<file path="config.mk">
export PLATFORM = sky130hd
export DESIGN_NAME = vga_scan_ctrl
export DESIGN_NICKNAME = d
export VERILOG_FILES = /design/src/rtl/vga_scan_ctrl.sv
export SDC_FILE = /design/constraint.sdc
export NUM_CORES = 1
export LEC_CHECK = 0
export ABC_AREA = 1
export BUFFER_PORTS_ARGS = -buffer_cell sky130_fd_sc_hd__clkbuf_2
export CORE_MARGIN = 2
export CORE_UTILIZATION = 50
export DETAILED_ROUTE_END_ITERATION = 7
export HOLD_SLACK_MARGIN = 0.15
export MAX_ROUTING_LAYER = met4
export PLACE_DENSITY_LB_ADDON = 0.1
export SKIP_CTS_REPAIR_TIMING = 1
export SLEW_MARGIN = 5
export SYNTH_ARGS = -nofsm -noshare
export SYNTH_HDL_FRONTEND = slang
export SYNTH_SLANG_ARGS = --single-unit
</file>
<file path="constraint.sdc">
create_clock -name clock -period 2.36 [get_ports clock]
set_clock_uncertainty 0.05 [all_clocks]
set_input_delay 0.118 -clock clock [delete_from_list [all_inputs] [get_ports clock]]
set_output_delay 0.118 -clock clock [all_outputs]
set_load 0.1 [all_outputs]
</file>
<file path="src/rtl/vga_scan_ctrl.sv">
// VGA scan controller: h/v counters, syncs, frame-rate animation time.
// Optional VGA_SCAN_PIPE_EN adds a second output register stage.
module vga_scan_ctrl #(
  parameter int H_ACTIVE = 640,
  parameter int H_FP     = 16,
  parameter int H_SYNC   = 96,
  parameter int H_BP     = 48,
  parameter int V_ACTIVE = 480,
  parameter int V_FP     = 10,
  parameter int V_SYNC   = 2,
  parameter int V_BP     = 33,
  parameter int TW       = 12
) (
  input  logic          clock,
  input  logic          reset,
  input  logic          enable,
  input  logic          cfg_valid,
  output logic          cfg_ready,
  input  logic [3:0]    cfg_step,
  input  logic          cfg_pause,
  output logic          hsync,
  output logic          vsync,
  output logic          active,
  output logic [9:0]    x,
  output logic [9:0]    y,
  output logic          frame_start,
  // "time" is a reserved word, so the animation counter is frame_time
  output logic [TW-1:0] frame_time
);

  localparam int H_TOTAL = H_ACTIVE + H_FP + H_SYNC + H_BP;
  localparam int V_TOTAL = V_ACTIVE + V_FP + V_SYNC + V_BP;

  localparam logic [9:0] H_END  = 10'(H_TOTAL - 1);
  localparam logic [9:0] V_END  = 10'(V_TOTAL - 1);
  localparam logic [9:0] H_VIS  = 10'(H_ACTIVE);
  localparam logic [9:0] V_VIS  = 10'(V_ACTIVE);
  localparam logic [9:0] HS_BEG = 10'(H_ACTIVE + H_FP);
  localparam logic [9:0] HS_END = 10'(H_ACTIVE + H_FP + H_SYNC);
  localparam logic [9:0] VS_BEG = 10'(V_ACTIVE + V_FP);
  localparam logic [9:0] VS_END = 10'(V_ACTIVE + V_FP + V_SYNC);

  typedef enum logic {OFF, RUN} state_t;

  state_t        state;
  logic [9:0]    h;
  logic [9:0]    v;
  logic [TW-1:0] time_q;
  logic [3:0]    cur_step;
  logic          cur_pause;
  logic [3:0]    pend_step;
  logic          pend_pause;
  logic          pend_flag;

  logic run;
  logic frame_end;
  logic accept;

  assign run       = (state == RUN) && enable;
  assign frame_end = run && (h == H_END) && (v == V_END);
  assign cfg_ready = (state == OFF) || !pend_flag;
  assign accept    = cfg_valid && cfg_ready;

  // run/idle state and raster counters
  always_ff @(posedge clock or posedge reset) begin
    if (reset) begin
      state <= OFF;
      h     <= '0;
      v     <= '0;
    end else begin
      unique case (state)
        OFF: begin
          h <= '0;
          v <= '0;
          if (enable) state <= RUN;
        end
        RUN: begin
          if (!enable) begin
            state <= OFF;
            h     <= '0;
            v     <= '0;
          end else if (h == H_END) begin
            h <= '0;
            v <= (v == V_END) ? '0 : v + 10'd1;
          end else begin
            h <= h + 10'd1;
          end
        end
      endcase
    end
  end

  // animation time and frame-boundary config handoff
  always_ff @(posedge clock or posedge reset) begin
    if (reset) begin
      time_q     <= '0;
      cur_step   <= 4'd1;
      cur_pause  <= 1'b0;
      pend_step  <= '0;
      pend_pause <= 1'b0;
      pend_flag  <= 1'b0;
    end else begin
      if (frame_end && !cur_pause)
        time_q <= time_q + TW'(cur_step);
      if (accept && state == OFF) begin
        cur_step  <= cfg_step;
        cur_pause <= cfg_pause;
      end else if (frame_end && pend_flag) begin
        cur_step  <= pend_step;
        cur_pause <= pend_pause;
        pend_flag <= 1'b0;
      end
      if (accept && state == RUN) begin
        pend_step  <= cfg_step;
        pend_pause <= cfg_pause;
        pend_flag  <= 1'b1;
      end
    end
  end

  logic          hs_q, vs_q, act_q, fs_q;
  logic [9:0]    x_q, y_q;
  logic [TW-1:0] t_q;

  // first output stage, decoded from the counters
  always_ff @(posedge clock or posedge reset) begin
    if (reset) begin
      hs_q  <= 1'b1;
      vs_q  <= 1'b1;
      act_q <= 1'b0;
      x_q   <= '0;
      y_q   <= '0;
      fs_q  <= 1'b0;
      t_q   <= '0;
    end else begin
      t_q <= time_q;
      if (run) begin
        hs_q  <= !((h >= HS_BEG) && (h < HS_END));
        vs_q  <= !((v >= VS_BEG) && (v < VS_END));
        act_q <= (h < H_VIS) && (v < V_VIS);
        x_q   <= h;
        y_q   <= v;
        fs_q  <= (h == '0) && (v == '0);
      end else begin
        hs_q  <= 1'b1;
        vs_q  <= 1'b1;
        act_q <= 1'b0;
        x_q   <= '0;
        y_q   <= '0;
        fs_q  <= 1'b0;
      end
    end
  end

`ifdef VGA_SCAN_PIPE_EN
  logic          hs_p, vs_p, act_p, fs_p;
  logic [9:0]    x_p, y_p;
  logic [TW-1:0] t_p;

  // second output stage keeps all outputs aligned
  always_ff @(posedge clock or posedge reset) begin
    if (reset) begin
      hs_p  <= 1'b1;
      vs_p  <= 1'b1;
      act_p <= 1'b0;
      x_p   <= '0;
      y_p   <= '0;
      fs_p  <= 1'b0;
      t_p   <= '0;
    end else begin
      hs_p  <= hs_q;
      vs_p  <= vs_q;
      act_p <= act_q;
      x_p   <= x_q;
      y_p   <= y_q;
      fs_p  <= fs_q;
      t_p   <= t_q;
    end
  end

  assign hsync       = hs_p;
  assign vsync       = vs_p;
  assign active      = act_p;
  assign x           = x_p;
  assign y           = y_p;
  assign frame_start = fs_p;
  assign frame_time  = t_p;
`else
  assign hsync       = hs_q;
  assign vsync       = vs_q;
  assign active      = act_q;
  assign x           = x_q;
  assign y           = y_q;
  assign frame_start = fs_q;
  assign frame_time  = t_q;
`endif

endmodule

</file>
## Word level (Yosys, flattened, before mapping)

Index checks and enable logic that the tools add are counted.
Widths: inputs -> output; s select.

| storage, ports and cells | value |
|---|---|
| register bits | 80 |
| input port bits | 9 |
| output and inout port bits | 37 |
| logic and storage cells | 73 |

| operators by class | value |
|---|---|
| add/subtract/negate cells | 3 |
| order comparisons | 6 |
| equality and inequality tests | 4 |
| multiplexer cells | 21 |
| bitwise gates (word level) | 1 |
| reductions and logical operators | 22 |

Operator list:

| cell | number |
|---|---|
| $mux 10 | 7 |
| $pmux 10 s2 | 2 |
| $add 10x1->10 const B | 2 |
| $eq 10x10->1 const B | 2 |
| $logic_not 10->1 | 2 |
| $lt 10x10->1 const B | 2 |
| $lt 10x9->1 const B | 2 |
| $add 12x4->12 | 1 |
| $logic_and 1x1->1 | 12 |
| $ge 10x10->1 const B | 1 |
| $ge 10x9->1 const B | 1 |
| $mux 1 | 10 |
| $mux 4 | 2 |
| $logic_not 1->1 | 4 |
| $reduce_bool 2->1 | 2 |
| $ne 3x2->1 const B | 1 |
| $ne 2x1->1 const B | 1 |
| $reduce_and 2->1 | 1 |
| $logic_or 1x1->1 | 1 |
| $not 1->1 | 1 |

## Logic depth before layout (Yosys ltp)

Gate-level depths: netlist of the first run.

| logic depth | value |
|---|---|
| depth in word-level cells | 7 |
| depth in mapped cells | 11 |
| gate-level depth less buffers | 11 |

## Worst setup path before layout of the first run

No wires, ideal clock.

| timing path | value |
|---|---|
| path type | register to register |
| start | reg pend_flag |
| end | reg cur_step[1] |
| library setup time | 0.065 ns |
| data arrival time | 1.839 ns |
| required time | 2.245 ns |
| slack | 0.407 ns |
| cell stages (with the launch flop) | 8 |
| path buffers | 1 |
| clock period less this slack | 1.953 ns |
| path through | dfrtp_1 nand2_1 and2_1 nand2_2 buf_4 o21ai_0 nand2_1 nand2_1 |

| on the way | value |
|---|---|
| longest elaborated chain between the ends | 5 |

Ends and longest elaborated chain:

| item | RTL line | text |
|---|---|---|
| start, declared | 53 | `logic pend_flag;` |
| start signal, assigned | 101 | `pend_flag <= 1'b0;` |
| start signal, assigned | 111 | `pend_flag <= 1'b0;` |
| start signal, assigned | 116 | `pend_flag <= 1'b1;` |
| $logic_not 1->1 (*) | 61 | `assign cfg_ready = (state == OFF) \|\| !pend_flag;` |
| $logic_or 1x1->1 (*) | 61 |  |
| net cfg_ready | 18 | `output logic cfg_ready,` |
| $logic_and 1x1->1 (*) | 62 | `assign accept = cfg_valid && cfg_ready;` |
| $logic_and 1x1->1 (*) | 105 | `if (accept && state == OFF) begin` |
| $mux 4 or $reduce_bool 2->1 (tied branches) | -- |  |
| end signal, assigned | 106 | `cur_step <= cfg_step;` |
| end signal, assigned | 109 | `cur_step <= pend_step;` |
| end, declared | 49 | `logic [3:0] cur_step;` |

The timed path passes the listed nets; every way through them passes the cells marked *.
A chain may end at the register's enable or synchronous reset.

## Final worst setup path of the first run

| timing path | value |
|---|---|
| start | reg v[1] |
| end | reg time_q[5] |

| on the way | value |
|---|---|
| longest elaborated chain between the ends | 3 |

Ends and longest elaborated chain:

| item | RTL line | text |
|---|---|---|
| start, declared | 47 | `logic [9:0] v;` |
| start signal, assigned | 84 | `v <= (v == V_END) ? '0 : v + 10'd1;` |
| $eq 10x10->1 | 60 | `assign frame_end = run && (h == H_END) && (v == V_END);` |
| $logic_and 1x1->1 | 60 |  |
| $logic_and 1x1->1 | 103 | `if (frame_end && !cur_pause)` |
| end signal, assigned | 104 | `time_q <= time_q + TW'(cur_step);` |
| end, declared | 48 | `logic [TW-1:0] time_q;` |

No other way between the ends.

==> summary.md, run 1 <==
| Metric | Value |
|---|---|
| Status | `complete, no violations` |
| Vias per std cell | `4.86` |
| Worst r2r dst | `time_q[5]$_DFFE_PP0P_` |
| Residual overflow from global routing | `0` |
| Final hold violation count | `0` |
| I/O pin cnt | `46` |
| Die area | `7940 µm²` |
| Setup TNS | `0 ps` |
| Core Region | `7140 µm²` |
| Tot Pwr | `2.80 mW` |
| Clk_lat worst skew | `360 ps` |
| Number of global-route vias before repair | `2582` |
| Ant. Diodes | `0` |
| Synth top area cells | `dfrtp_1 (53%), nand2_1 (13%), nor2_1 (4.9%), inv_1 (4.7%), nand3_1 (3.9%)` |
| Yosys top cell by area | `dfrtp_1` |
| CTS max path bufs | `2` |
| HP Class | `input pin to flip-flop` |
| Share of layout cells above drive strength 1 | `0.173` |
| First drt pass iteration count | `4` |
| P&R area growth vs syn | `17.5%` |
| Placement Cell Area | `3960 µm²` |
| Worst setup startpoint | `v[1]$_DFFE_PP0P_` |
| CP Launch Type | `flip-flop` |
| Avg Cell Area, Syn | `8.69 µm²` |
| WL per Instance | `12.5 µm` |
| Clock slew at reported path FFs | `80 ps` |
| Worst reg2reg setup slack | `540 ps` |
| DIE WIDTH | `89.1 µm` |
| Pint | `2.12 mW` |
| Crit Path Class | `flip-flop to flip-flop` |
| Number of max-cap violations | `0` |
| Largest net degree at the start of global routing | `45` |
| Row Count | `31` |
| Crit-path max FO | `15` |
| Total CTS buffers | `9` |
| Final cell count without fillers | `580` |
| Drt total wl | `7.25 mm` |
| Logic pwr share | `0.079` |
| Routability cong. | `0.898` |
| Register bit total from synthesis | `80` |
| Yosys warnings | `0` |
| Fin nets | `495` |
| Final Cell Area | `4260 µm²` |
| CP Data Required Time | `2600 ps` |
| Most frequent cells in the layout | `nand2_1 (129), dfrtp_1 (77), nor2_1 (47)` |
| Routed Antenna Nets | `0` |
| Cell count after synthesis | `417` |
| Part of the power in registers | `0.518` |
| R2r worst-path depth | `8` |
| Root Driver | `clkbuf_8` |
| Worst IR drop on VDD | `388 µV` |
| WP data arrival | `2050 ps` |
| Post-synth top area share | `0.532` |
| Min Hold Slack | `296 ps` |
| Synthesized net count | `436` |
| Initial antenna violation count | `0` |
| Number of I/O port buffers | `45` |
| DP Worst Slack | `591 ps` |
| Seq. cell area | `2010 µm²` |
| Clock sink total | `80` |
| Sw frac | `0.243` |
| Fraction of the yosys area taken by sequential cells | `0.554` |
| DP Cell Count | `557` |
| Psw | `0.682 mW` |
| Final Worst Setup Slack | `545 ps` |
| GR Util All Layers | `0.208` |
| Most common cell after layout, fill and taps aside | `nand2_1` |
| PwrDens | `658 nW/µm²` |
| Clock tree from TritonCTS | `yes` |
| Slew @ Worst Pin | `632 ps` |
| CP endpoint kind | `flip-flop` |
| Unrepaired setup endpoints after global routing | `false` |
| First-pass GRT wire length | `12.3 mm` |
| Max-Slew Margin vs Limit | `0.578` |
| Cell leakage power | `2.26 nW` |
| Mapped Area | `3620 µm²` |
| R2R Path Start | `v[1]$_DFFE_PP0P_` |
| Final Cycle Share | `0.769` |
| Die H | `89.1 µm` |
| Final Core Density | `0.596` |
| Area occupied by multi-input gates | `1380 µm²` |
| Htree depth | `3` |
| Filler cell count | `691` |
| Fin. max-slew vios | `0` |
| Max Freq | `0.551 GHz` |
| Clock group share of total power | `0.402` |
| DR vias | `2821` |
| Final min period | `1820 ps` |
| Initial Util | `0.508` |
| Synth cell types | `33` |
| 1st-iter DRT viols | `164` |
| DP Wirelength | `4.99 mm` |
| Final setup viols | `0` |
| Setup crit end | `time_q[5]$_DFFE_PP0P_` |
| Post-route DRC | `0` |
-- power by group through the flow --
stage / Combinational (mW) / Sequential, mW / Clock, mW
after detailed placement: 0.218 / 1.48 / 0
final: 0.222 / 1.45 / 1.13
after global placement: 0.212 / 1.48 / 0
after floorplan: 0.153 / 1.49 / 0
after global routing: 0.262 / 1.46 / 1.20
after CTS: 0.218 / 1.45 / 1.14
-- worst max-delay path, stage by stage (launching register included) --
cell,delay [ps]
dfrtp_1,440
inv_1,120
ha_1,210
nand3_2,110
nor3_4,290
nand3b_4,220
clkinv_2,190
nand2_1,70
nand2_1,60
-- final cells by class --
| type | count | area share |
|---|---|---|
| tap | 99 | 0.0291 |
| clock inverter | 5 | 0.0188 |
| clock buffer | 11 | 0.0332 |
| sequential | 80 | 0.471 |
| timing repair buffer | 55 | 0.0776 |
| multi-input combinational | 280 | 0.325 |
| inverter | 50 | 0.0453 |
-- cells in the mapped netlist (all sizes together) --
cell type  number
fa              1
nand4           3
xnor2           6
dfrtp          77
buf             5
inv            49
nor3            7
dfstp           3
xor2            4
nand3b          1
o21ai          25
nand2         132
a31oi           1
nor2           49
clkinv          1
and2            1
ha              9
nor4            2
clkbuf          2
nand3          32
o2111ai         2
o22ai           3
a21oi           2
-- cells by family (layout without fill, tap and decap cells) --
kind of cell	after synthesis	after routing	synth area share
and+or+nand+nor	227	227	0.272
DFF	80	80	0.554
buffers and inverters	57	121	0.0649
AOI/OAI and AO/OA	33	33	0.0491
adders and majority gates	10	10	0.0366
xor gates and xnor gates	10	10	0.0242
-- registers in the layout (all words and copies together) (netlist names), 4 cells and up --
signal and count:
frame_time 12, time_q 12, h 10, v 10
x 10, y 10, cur_step 4, pend_step 4
-- per-layer routing --
| layer | vias to the layer above | share of wire | global-route usage |
|---|---|---|---|
| met5 | - | 0 | - |
| met4 | 0 | 0.018 | 0.0787 |
| met3 | 10 | 0.043 | 0.0305 |
| met2 | 72 | 0.44 | 0.292 |
| met1 | 1310 | 0.50 | 0.307 |
| li1 | 1429 | - | - |
-- worst min-delay path by stage --
stage / startpoint / slack, ps / cells after the start / endpoint
after floorplan: enable / 100 / 0 / state$_DFF_PP0_
after global placement: reset / 150 / 2 / frame_time[5]$_DFF_PP0_
after detailed placement: reset / 160 / 2 / frame_time[4]$_DFF_PP0_
after CTS: reset / -220 / 2 / frame_time[8]$_DFF_PP0_
after global routing: cfg_valid / 350 / 4 / pend_flag$_DFFE_PP0P_
final: cfg_valid / 300 / 5 / cur_step[0]$_DFFE_PP1P_
Note: power is estimated with default switching activity, not from simulation.
==> run 2: changes to the inputs <==
==> constraint.sdc (replaced) <==
create_clock -name clock -period 1.52 [get_ports clock]
set_clock_uncertainty 0.05 [all_clocks]
set_input_delay 0.076 -clock clock [delete_from_list [all_inputs] [get_ports clock]]
set_output_delay 0.076 -clock clock [all_outputs]
set_load 0.1 [all_outputs]
==> run 2 against run 1 <==
The flow now finishes with violations (negative setup slack). Design area grew 16%. Sequential share of layout area shrank 6.4 points. Setup slack got worse by 580 ps. Routed wire length is 4.1% higher. Register-to-register slack got worse by 580 ps. Fmax rose by 17%. Clock power grew 42%. Core utilization up 9.4 points. Critical path depth stayed put. Die area unchanged. Global-route usage increased by 0.14 points. Combinational power up 110%. Largest power group unchanged.
==> summary.md, run 2 (synthesis gave the netlist of run 1 again) <==
| Metric | Value |
|---|---|
| DP Wirelength | `5.15 mm` |
| Crit Path Class | `flip-flop to flip-flop` |
| I/O pin cnt | `46` |
| Largest net degree at the start of global routing | `27` |
| Final setup viols | `15` |
| Fin. max-slew vios | `0` |
| Routed Antenna Nets | `0` |
| Max Freq | `0.645 GHz` |
| Post-route DRC | `0` |
| First drt pass iteration count | `4` |
| Cell leakage power | `2.54 nW` |
| Clk_lat worst skew | `350 ps` |
| Drt total wl | `7.55 mm` |
| Final Cycle Share | `1.02` |
| Share of layout cells above drive strength 1 | `0.347` |
| P&R area growth vs syn | `36.1%` |
| Number of global-route vias before repair | `2623` |
| Die area | `7940 µm²` |
| Setup TNS | `-142 ps` |
| GR Util All Layers | `0.210` |
| Failing checks | `negative setup slack` |
| CP Data Required Time | `1710 ps` |
| Clock sink total | `80` |
| Row Count | `31` |
| DIE WIDTH | `89.1 µm` |
| Unrepaired setup endpoints after global routing | `true` |
| Final hold violation count | `0` |
| Clock slew at reported path FFs | `80 ps` |
| Vias per std cell | `4.79` |
| Number of max-cap violations | `0` |
| Crit-path max FO | `3` |
| CP endpoint kind | `flip-flop` |
| Final min period | `1550 ps` |
| Most common cell after layout, fill and taps aside | `nand2_1` |
| Final Cell Area | `4930 µm²` |
| Routability cong. | `0.932` |
| CP Launch Type | `flip-flop` |
| Total CTS buffers | `9` |
| DR vias | `3020` |
| Fin nets | `545` |
| WP data arrival | `1740 ps` |
| Residual overflow from global routing | `0` |
| Max-Slew Margin vs Limit | `0.639` |
| Worst IR drop on VDD | `649 µV` |
| DP Worst Slack | `-45.7 ps` |
| Number of I/O port buffers | `45` |
| PwrDens | `885 nW/µm²` |
| Min Hold Slack | `192 ps` |
| Ant. Diodes | `0` |
| Initial Util | `0.508` |
| Clock tree from TritonCTS | `yes` |
| Initial antenna violation count | `0` |
| WL per Instance | `12.0 µm` |
| First-pass GRT wire length | `12.3 mm` |
| Tot Pwr | `4.36 mW` |
| Placement Cell Area | `4360 µm²` |
| Root Driver | `clkbuf_8` |
| Status | `finished with violations` |
| 1st-iter DRT viols | `140` |
| Htree depth | `3` |
| Die H | `89.1 µm` |
| Slew @ Worst Pin | `544 ps` |
| CTS max path bufs | `2` |
| Core Region | `7140 µm²` |
| HP Class | `input pin to asynchronous set/reset pin` |
| Most frequent cells in the layout | `nand2_1 (110), dfrtp_1 (76), buf_4 (48)` |
| Final Worst Setup Slack | `-31.2 ps` |
[run 2: cell count changes in the layout (fill, tap and decap cells not counted), sizes merged]
cell and delta:
buf +51, bufinv -1, clkinv -2, inv +2
[run 2: per-layer routing]
metal | global-route usage | wire length (µm)
met3 | 0.0416 | 329
met1 | 0.307 | 3690
met5 | - | 0
met4 | 0.0801 | 133
met2 | 0.288 | 3390
[run 2: final cells by class]
type	count	area, µm²
well taps	99	124
multi-input cells	280	1650
clock buffers	12	155
inverters	50	196
flip-flops and latches	80	2010
fillers	592	2210
clock inverters	4	51.3
repair buffers	105	744
[run 2: metrics by stage]
step,instances,util
final,630,0.691
after global routing,630,0.691
after CTS,616,0.639
after detailed placement,600,0.610
after global placement,600,0.610
after floorplan,417,-
[run 2: final timing paths]
path                                         startpoint                  endpoint  slack [ps]  depth (start not counted)
worst max-delay path            cur_step[0]$_DFFE_PP1P_     time_q[6]$_DFFE_PP0P_         -30                          8
worst min-delay path                              reset            x[0]$_DFF_PP0_         190                          3
worst max register to register  cur_step[0]$_DFFE_PP1P_     time_q[6]$_DFFE_PP0P_         -30                          8
worst min register to register   time_q[11]$_DFFE_PP0P_  frame_time[11]$_DFF_PP0_         390                          0
max in group asynchronous                         reset           hsync$_DFF_PP1_         700                          4
min in group clock                            cfg_valid     pend_flag$_DFFE_PP0P_         260                          4
[run 2: critical path, stage by stage, from the launching register on]
cell and delay (ps):
dfstp_2 570, ha_4 140, fa_2 220, nand3_2 70, nand3_2 90, nand2_2 70
xnor2_2 120, nand2_1 60, nand2_1 50
[run 2: power breakdown]
group          internal [mW]  leakage, nW  switching [mW]  total (mW)
logic                  0.212         1.35           0.264       0.476
clock network          0.853        0.103           0.762        1.61
registers               2.21         1.09          0.0679        2.27
